### config.mk
export PLATFORM = sky130hd
export DESIGN_NAME = decode_stage
export DESIGN_NICKNAME = d
export VERILOG_FILES = /design/src/rtl/decode_pkg.sv /design/src/rtl/decode_stage_imm_gen.sv /design/src/rtl/decode_stage.sv
export SDC_FILE = /design/constraint.sdc
export NUM_CORES = 1
export LEC_CHECK = 0
export ABC_CLOCK_PERIOD_IN_PS = 4900
export BUFFER_PORTS_ARGS = -buffer_cell sky130_fd_sc_hd__buf_2
export CELL_PAD_IN_SITES_DETAIL_PLACEMENT = 0
export CELL_PAD_IN_SITES_GLOBAL_PLACEMENT = 1
export CORE_UTILIZATION = 43
export DETAILED_ROUTE_END_ITERATION = 8
export GPL_ROUTABILITY_DRIVEN = 0
export MAX_ROUTING_LAYER = met4
export PLACE_DENSITY = 0.9
export SKIP_LAST_GASP = 1
export SLEW_MARGIN = 20
export SYNTH_ARGS = -nofsm -noshare
export SYNTH_HDL_FRONTEND = slang
export SYNTH_SLANG_ARGS = --single-unit
### constraint.sdc
create_clock -name clk -period 4.9 [get_ports clk]
set_clock_uncertainty 0.1 [all_clocks]
set_input_delay 0.735 -clock clk [delete_from_list [all_inputs] [get_ports clk]]
set_output_delay 0.735 -clock clk [all_outputs]
set_load 0.02 [all_outputs]
### src/rtl/decode_pkg.sv
// decode_pkg: opcode constants, immediate-format enum, the decoded-entry
// struct stored in both skid-buffer slots, and small opcode lookup helpers.
// Buffer entries are sized for the widest datapath (64 bits); a 32-bit
// build uses only the low halves of pc and imm.
package decode_pkg;

  localparam int XLEN_MAX = 64;

  // Base opcodes (instr[6:0])
  localparam logic [6:0] OPC_LUI       = 7'b0110111;
  localparam logic [6:0] OPC_AUIPC     = 7'b0010111;
  localparam logic [6:0] OPC_JAL       = 7'b1101111;
  localparam logic [6:0] OPC_JALR      = 7'b1100111;
  localparam logic [6:0] OPC_BRANCH    = 7'b1100011;
  localparam logic [6:0] OPC_LOAD      = 7'b0000011;
  localparam logic [6:0] OPC_STORE     = 7'b0100011;
  localparam logic [6:0] OPC_OP_IMM    = 7'b0010011;
  localparam logic [6:0] OPC_MISC_MEM  = 7'b0001111;
  localparam logic [6:0] OPC_SYSTEM    = 7'b1110011;
  localparam logic [6:0] OPC_OP        = 7'b0110011;
  localparam logic [6:0] OPC_OP_IMM_32 = 7'b0011011;
  localparam logic [6:0] OPC_OP_32     = 7'b0111011;

  typedef enum logic [2:0] {
    IMM_NONE = 3'd0,
    IMM_I    = 3'd1,
    IMM_S    = 3'd2,
    IMM_B    = 3'd3,
    IMM_U    = 3'd4,
    IMM_J    = 3'd5
  } imm_type_t;

  typedef struct packed {
    logic [XLEN_MAX-1:0] pc;
    logic [6:0]          opcode;
    logic [2:0]          funct3;
    logic [6:0]          funct7;
    logic [4:0]          rd;
    logic [4:0]          rs1;
    logic [4:0]          rs2;
    logic [XLEN_MAX-1:0] imm;
    imm_type_t           imm_type;
    logic                illegal;
  } decoded_t;

  // Immediate format selected by opcode; the *-32 forms exist only on RV64.
  function automatic imm_type_t imm_fmt(input logic [6:0] opc, input logic rv64);
    imm_type_t t;
    t = IMM_NONE;
    case (opc)
      OPC_LUI, OPC_AUIPC:                       t = IMM_U;
      OPC_JAL:                                  t = IMM_J;
      OPC_JALR, OPC_LOAD, OPC_OP_IMM,
      OPC_MISC_MEM, OPC_SYSTEM:                 t = IMM_I;
      OPC_BRANCH:                               t = IMM_B;
      OPC_STORE:                                t = IMM_S;
      OPC_OP_IMM_32:                            t = rv64 ? IMM_I : IMM_NONE;
      default:                                  t = IMM_NONE;
    endcase
    return t;
  endfunction

  // True for any opcode in the format table, including the *-32 forms.
  function automatic logic opc_known(input logic [6:0] opc);
    logic k;
    case (opc)
      OPC_LUI, OPC_AUIPC, OPC_JAL, OPC_JALR, OPC_BRANCH, OPC_LOAD,
      OPC_STORE, OPC_OP_IMM, OPC_MISC_MEM, OPC_SYSTEM, OPC_OP,
      OPC_OP_IMM_32, OPC_OP_32:                 k = 1'b1;
      default:                                  k = 1'b0;
    endcase
    return k;
  endfunction

endpackage

### src/rtl/decode_stage_imm_gen.sv
// imm_gen: combinational immediate generator. Picks the format from the
// opcode, assembles the 32-bit immediate and sign-extends from instr[31]
// to XLEN (U included, so RV64 LUI/AUIPC get the upper word filled).
module imm_gen
  import decode_pkg::*;
#(
  parameter int XLEN = 32
) (
  input  logic [31:0]     instr,
  output logic [XLEN-1:0] imm,
  output imm_type_t       imm_type
);

  logic [31:0] imm32;

  // Format lookup and bit assembly; every format carries instr[31] as its sign
  always_comb begin
    imm_type = imm_fmt(instr[6:0], XLEN == 64);
    imm32    = '0;
    case (imm_type)
      IMM_I:   imm32 = {{20{instr[31]}}, instr[31:20]};
      IMM_S:   imm32 = {{20{instr[31]}}, instr[31:25], instr[11:7]};
      IMM_B:   imm32 = {{19{instr[31]}}, instr[31], instr[7], instr[30:25],
                        instr[11:8], 1'b0};
      IMM_U:   imm32 = {instr[31:12], 12'b0};
      IMM_J:   imm32 = {{11{instr[31]}}, instr[31], instr[19:12], instr[20],
                        instr[30:21], 1'b0};
      default: imm32 = '0;
    endcase
  end

  assign imm = XLEN'($signed(imm32));

endmodule

### src/rtl/decode_stage.sv
// decode_stage: registered decode stage with a two-entry skid buffer.
// Decode happens combinationally on the input side; the outputs are driven
// only from the main entry register, and in_ready is a flop ("skid empty"),
// so there is no combinational path from either handshake input to outputs.
// Optional feature: define DECODE_ILLEGAL_EN to enable the illegal-
// instruction check; otherwise out_illegal is constant 0.
module decode_stage
  import decode_pkg::*;
#(
  parameter int XLEN = 32
) (
  input  logic            clk,
  input  logic            rst,
  input  logic            flush,
  input  logic            in_valid,
  output logic            in_ready,
  input  logic [31:0]     in_instr,
  input  logic [XLEN-1:0] in_pc,
  output logic            out_valid,
  input  logic            out_ready,
  output logic [XLEN-1:0] out_pc,
  output logic [6:0]      out_opcode,
  output logic [2:0]      out_funct3,
  output logic [6:0]      out_funct7,
  output logic [4:0]      out_rd,
  output logic [4:0]      out_rs1,
  output logic [4:0]      out_rs2,
  output logic [XLEN-1:0] out_imm,
  output logic [2:0]      out_imm_type,
  output logic            out_illegal
);

  generate
    if (XLEN != 32 && XLEN != 64) begin : g_bad_xlen
      $error("decode_stage: XLEN must be 32 or 64");
    end
  endgenerate

  typedef enum logic [1:0] {
    S_EMPTY = 2'd0,
    S_ONE   = 2'd1,
    S_TWO   = 2'd2
  } buf_state_t;

  buf_state_t      state_q, state_d;
  decoded_t        main_q, skid_q, in_dec;
  logic [XLEN-1:0] gen_imm;
  imm_type_t       gen_type;
  logic            in_illegal;
  logic            accept, issue;
  logic            load_main_in, load_main_skid, load_skid_in;

  // ---------------------------------------------------------------- decode
  imm_gen #(.XLEN(XLEN)) u_imm_gen (
    .instr    (in_instr),
    .imm      (gen_imm),
    .imm_type (gen_type)
  );

`ifdef DECODE_ILLEGAL_EN
  // Illegal check: bad length bits, unknown opcode, RV64-only opcode on
  // RV32, JALR with nonzero funct3, reserved branch funct3 (010/011)
  always_comb begin
    in_illegal = 1'b0;
    if (in_instr[1:0] != 2'b11)                       in_illegal = 1'b1;
    if (!opc_known(in_instr[6:0]))                    in_illegal = 1'b1;
    if (XLEN == 32 && (in_instr[6:0] == OPC_OP_IMM_32 ||
                       in_instr[6:0] == OPC_OP_32))   in_illegal = 1'b1;
    if (in_instr[6:0] == OPC_JALR && in_instr[14:12] != 3'b000)
                                                      in_illegal = 1'b1;
    if (in_instr[6:0] == OPC_BRANCH &&
        (in_instr[14:12] == 3'b010 || in_instr[14:12] == 3'b011))
                                                      in_illegal = 1'b1;
  end
`else
  assign in_illegal = 1'b0;
`endif

  // Pack the incoming instruction into one buffer entry
  always_comb begin
    in_dec          = '0;
    in_dec.pc       = XLEN_MAX'(in_pc);
    in_dec.opcode   = in_instr[6:0];
    in_dec.funct3   = in_instr[14:12];
    in_dec.funct7   = in_instr[31:25];
    in_dec.rd       = in_instr[11:7];
    in_dec.rs1      = in_instr[19:15];
    in_dec.rs2      = in_instr[24:20];
    in_dec.imm      = XLEN_MAX'($signed(gen_imm));
    in_dec.imm_type = gen_type;
    in_dec.illegal  = in_illegal;
  end

  // ---------------------------------------------------------------- buffer
  assign accept = in_valid && in_ready;
  assign issue  = out_valid && out_ready;

  // Next state and entry-load controls; flush drops everything in flight
  always_comb begin
    state_d        = state_q;
    load_main_in   = 1'b0;
    load_main_skid = 1'b0;
    load_skid_in   = 1'b0;
    case (state_q)
      S_EMPTY: begin
        if (accept) begin
          state_d      = S_ONE;
          load_main_in = 1'b1;
        end
      end
      S_ONE: begin
        if (accept && issue) begin
          load_main_in = 1'b1;
        end else if (accept) begin
          state_d      = S_TWO;
          load_skid_in = 1'b1;
        end else if (issue) begin
          state_d      = S_EMPTY;
        end
      end
      S_TWO: begin
        // in_ready is low here, so only an issue can happen
        if (issue) begin
          state_d        = S_ONE;
          load_main_skid = 1'b1;
        end
      end
      default: state_d = S_EMPTY;
    endcase
    if (flush) begin
      state_d        = S_EMPTY;
      load_main_in   = 1'b0;
      load_main_skid = 1'b0;
      load_skid_in   = 1'b0;
    end
  end

  // State register; in_ready and out_valid are registered decodes of it
  always_ff @(posedge clk) begin
    if (rst) begin
      state_q   <= S_EMPTY;
      in_ready  <= 1'b1;
      out_valid <= 1'b0;
    end else begin
      state_q   <= state_d;
      in_ready  <= (state_d != S_TWO);
      out_valid <= (state_d != S_EMPTY);
    end
  end

  // Entry storage; reset clears both slots so nothing survives a stall
  always_ff @(posedge clk) begin
    if (rst) begin
      main_q <= '0;
      skid_q <= '0;
    end else begin
      if (load_main_in)        main_q <= in_dec;
      else if (load_main_skid) main_q <= skid_q;
      if (load_skid_in)        skid_q <= in_dec;
    end
  end

  // ---------------------------------------------------------------- outputs
  assign out_pc       = main_q.pc[XLEN-1:0];
  assign out_opcode   = main_q.opcode;
  assign out_funct3   = main_q.funct3;
  assign out_funct7   = main_q.funct7;
  assign out_rd       = main_q.rd;
  assign out_rs1      = main_q.rs1;
  assign out_rs2      = main_q.rs2;
  assign out_imm      = main_q.imm[XLEN-1:0];
  assign out_imm_type = main_q.imm_type;
  assign out_illegal  = main_q.illegal;

  generate
    if (XLEN < XLEN_MAX) begin : g_narrow
      // Upper halves of the 64-bit entry fields are not needed on RV32
      logic unused_hi;
      assign unused_hi = ^{main_q.pc[XLEN_MAX-1:XLEN], main_q.imm[XLEN_MAX-1:XLEN]};
    end
  endgenerate

endmodule

Word-level counts from Yosys, hierarchy flattened. Index checks and enable logic that the tools add are counted.

Equality and inequality tests: 18. Muxes and demuxes: 21. Reduce and logical (&&, ||, !) cells: 8.

Operators by type and width (count): 132-bit 2-to-1 mux (2); 32-bit one-hot mux with 5 select lines (1); 7-bit equality test (second input constant) (4); 3-bit one-hot mux with 5 select lines (1); 7-bit by 5-bit equality test with 1-bit output (second input constant) (2); 7-bit by 6-bit equality test with 1-bit output (second input constant) (2); 2-bit 2-to-1 mux (6); 1-bit 2-to-1 mux (9); 7-bit by 2-bit equality test with 1-bit output (second input constant) (1); 7-bit by 4-bit equality test with 1-bit output (second input constant) (1); 3-bit by 2-bit equality test with 1-bit output (second input constant) (2); 3-bit equality test (second input constant) (2); 2-bit one-hot mux with 3 select lines (1); 5-bit OR reduction (1); 2-bit nonzero test (2); 3-bit by 1-bit equality test with 1-bit output (second input constant) (1); 1-bit logical AND (3); 2-bit by 1-bit equality test with 1-bit output (second input constant) (1); 2-bit equality test (second input constant) (1); 2-bit logical NOT (1); 2-bit inequality test (second input constant) (1); 1-bit one-hot mux with 2 select lines (1); 2-bit OR reduction (1).

Bits in registers: 202. Logic and storage cells: 68.

Depth between registers and ports, before layout.
Word-level depth: 7. Mapped depth: 7. Depth with buffers taken out: 5.

By module. Synthesis repeated with hierarchy kept, for this count alone.

Cell total of the unflattened synthesis: 1146. Area, all modules: 9539.1 um2.

Modules (own cells, without submodules): decode_stage (times used 1, cells each 1057, area an instance 8963.6 um2, sequential area each 4043.9 um2); imm_gen (times used 1, cells each 89, area an instance 575.6 um2, sequential area each 0.0 um2).

Worst setup path before layout. No wires, ideal clock.

Path kind: in2reg. Start point: in out_ready. End point: reg main_q (netlist bit out_imm[28]). Data arrival time: 1.992 ns. Setup slack: 2.713 ns. Cell stages on the path: 6. Cells stage by stage: nand2_1 > or4b_1 > buf_2 > buf_4 > mux2i_1 > a221oi_1.

Cells in the longest elaborated chain, start to end: 6. Elaborated cells on any way between the ends: 10. Classes of those cells: 7 x mux; 3 x reduce/logical.

RTL lines: from (decl) (line decode_stage.sv:20) `input logic out_ready,`; 1-bit logical AND (*) (line decode_stage.sv:96) `assign issue = out_valid && out_ready;`; 1-bit logical AND (line decode_stage.sv:112) `if (accept && issue) begin`; 1-bit 2-to-1 mux (line decode_stage.sv:112); 1-bit one-hot mux with 2 select lines (line decode_stage.sv:104) `case (state_q)`; 1-bit 2-to-1 mux (line decode_stage.sv:130) `if (flush) begin`; 132-bit 2-to-1 mux / 2-bit nonzero test (equally long branches); to (signal assigned) (line decode_stage.sv:157) `if (load_main_in) main_q <= in_dec;`; to (signal assigned) (line decode_stage.sv:158) `else if (load_main_skid) main_q <= skid_q;`; to (decl) (line decode_stage.sv:46) `decoded_t main_q, skid_q, in_dec;`.

Mark *: on every way between the ends. The rest lies on a longest branch, timed or not. A chain may end at the register's enable or synchronous reset.

Worst setup path after layout.
Start point: reg state_q[0]. End point: reg main_q (netlist bit out_imm[20]).

Cells in the longest elaborated chain, start to end: 4. Elaborated cells on any way between the ends: 9. Classes of those cells: 2 x eq/ne; 5 x mux; 2 x reduce/logical.

RTL lines: from (decl) (line decode_stage.sv:45) `buf_state_t state_q, state_d;`; from (signal assigned) (line decode_stage.sv:145) `state_q <= state_d;`; 2-bit by 1-bit equality test with 1-bit output, or another cell as far along (line decode_stage.sv:104); 1-bit one-hot mux with 2 select lines / 1-bit 2-to-1 mux (equally long branches) (line decode_stage.sv:104); 1-bit 2-to-1 mux (line decode_stage.sv:130); 132-bit 2-to-1 mux / 2-bit nonzero test (equally long branches).

Parallel ways exist; a longest one is shown, timed or not.

==> results.md <==
- Status: finished clean
- Synth cell types: 57
- Most used cell, CP: nor2_1
- Via density: 5.46
- Clock slew at reported path FFs: 0.06 ns
- Mapped Cells: 997
- Dpl cells: 1324
- Setup TNS: 0 ns
- Critical path cell sequence: a21boi_0 > nor2_1 > buf_4 > nor2_1 > a22oi_1 > o2bb2ai_1
- Post-synth EDFFs: 0
- Mean Syn Cell Area: 8.22 um2
- Hold WS: 0.354 ns
- Slowest cell on the critical path: nor2_1
- Area share of the largest cell type after synthesis: 49.3%
- Drt total wl: 22.3 mm
- Die width: 140 um
- Pwr Density: 384 nW/um2
- First-pass GRT wire length: 35.7 mm
- CTS tree: done
- CTS root buffer: clkbuf_16
- Net Count, Synth: 1066
- Cell Area, Placed: 9060 um2
- Worst-margin pin slew: 1.00 ns
- Synth area leaders: dfxtp_1, nand2_1, a311oi_1
- Final instance area: 9840 um2
- CTS H-Tree Depth: 1
- Worst Path Max Fanout: 14
- Routed Antenna Nets: 0
- Fin crit share: 53.4%
- Clk buf depth: 3
- Fill count: 1812
- Row count: 50
- Min Tclk post-route: 2.62 ns
- Cell taking the most area after synthesis: dfxtp_1
- Final core occ: 52.6%
- Place WS: 1.87 ns
- Max Slew Vio Count: 0
- Port bufs: 169
- FFs w/ async S/R, synth: 0%
- Required @ worst endpoint: 5.21 ns
- Vias in the first global route: 6742
- Initial Utilization: 43.8%
- Pin count of the biggest net entering global routing: 133
- Setup bufs post-CTS: 0
- Die Ht: 140 um
- Worst slew margin: 32.9%
- Seq/Total Area, Yosys: 49.3%
- Drt initial violations: 591
- Final setup vio count: 0
- Crit Path Class: flop to flop
- Vias post-DR: 7455
- Remaining DRCs: 0
- LEAKAGE: 3.90 nW
- Area taken by multi-input logic gates: 3790 um2
- Dpl hpwl: 13.8 mm
- Max Clk Rate: 0.382 GHz
- Top cells by count, synth: nand2_1, dfxtp_1, a21oi_1, nor2_1, a311oi_1
- Synthesized flop and latch total: 202
- GRT overflow: 0
- DRT Pass-1 Iters: 5
- Routed wire per std cell: 16.3 um
- # nets final: 1184
- Synthesized cell area: 8200 um2
- Most common cell in the synthesized netlist: nand2_1
- Layout cells sized above 1: 20.8%
- CP startpoint kind: flop
- Cts bufs inserted: 22
- Setup ws final: 2.28 ns
- RSZ-0062 raised after global routing: false
- FF+latch area: 4040 um2
- Max cap viols: 0
- Die area: 19600 um2
- Setup crit end kind: flop
- Final Non-Filler Cells: 1366
- Max stage delay on crit path: 0.77 ns
- All-Layer GR Usage: 23.0%
- Area grow syn2layout: 20.0%
- Ports: 171
- Main synth FF type: dfxtp_1
- Fin. Hold Viols: 0
- Synth warnings: 0
- Clk_lat worst skew: 0.50 ns
- Core ar.: 18700 um2
- Initial antenna violation count: 1
- Hold-fix buffers, CTS: 0
- Sink Count: 202
- Final Power: 3.78 mW
- WP data arrival: 2.93 ns
- PostCTS Resize Cnt: 0
- Maximum vdd drop: 272 uV
- Hold Path Class: flop to flop
-- placed cells by master, fill, tap and decap left out, drive strengths merged, types with 4 or more instances in the layout --
master,instances
a21oi,97
mux2i,18
inv,4
a211oi,15
nor3,4
a311oi,58
o21ai,21
buf,177
clkinv,9
dfxtp,202
nand2,304
nor2,90
o211a,4
nand3,11
a221o,11
a22oi,19
clkbuf,29
a221oi,11
-- layer usage --
layer,up-vias,routed length [um],GRT usage (%)
li1,3716,-,-
met1,3516,10700,32.0
met2,195,10100,35.2
met3,28,1170,3.49
met4,0,366,4.86
met5,-,0,-
-- where the power goes --
part	switching [mW]	internal (mW)	total, mW
clock network	0.655	1.02	1.68
registers	0.0358	1.71	1.74
logic	0.244	0.118	0.362
-- worst paths after layout --
check | startpoint | to | slack (ns) | cells past startpoint
worst max-delay path | state_q[0]$_SDFF_PP0_ | out_imm[20]$_SDFFE_PP0P_ | 2.28 | 6
worst min-delay path | skid_q[73]$_SDFFE_PP0P_ | skid_q[73]$_SDFFE_PP0P_ | 0.35 | 2
worst max register to register | state_q[0]$_SDFF_PP0_ | out_imm[20]$_SDFFE_PP0P_ | 2.28 | 6
worst min register to register | skid_q[73]$_SDFFE_PP0P_ | skid_q[73]$_SDFFE_PP0P_ | 0.35 | 2
-- registers in the layout, summed over array words and instances, names as in the netlist --
name and count:
out_rd 5, out_rs2 5, out_pc 32, skid_q 99, out_imm 32, out_rs1 5, in_ready 1, out_opcode 7
out_imm_type 3, state_q 2, out_funct7 7, out_valid 1, out_funct3 3
-- worst max-delay path, delay by kind of cell (launching register included) --
family | cells | cell delay, ns
flip-flops | 1 | 0.46
AND/OR/NAND/NOR | 2 | 0.88
buffers and inverters | 1 | 0.22
AO/OA/AOI/OAI | 3 | 0.88
-- kinds of logic after synthesis --
| kind of cell | after synthesis | share of synthesized area, % |
|---|---|---|
| AND/OR/NAND/NOR | 427 | 21.3 |
| AO/OA/AOI/OAI | 260 | 22.1 |
| flip-flops | 202 | 49.3 |
| buffers and inverters | 87 | 4.82 |
| XOR/XNOR | 2 | 0.214 |
| other | 1 | 0.0457 |
| multiplexers | 18 | 2.20 |
-- final cells by class --
class,instances,area share (%)
multi-input cells,708,38.6
repair buffers,177,9.60
flip-flops and latches,202,41.1
clock buffers,29,6.49
diodes,1,0.0254
clock inverters,11,1.07
inverters,4,0.153
well taps,234,2.98
Power figures use the tool's default switching activity.
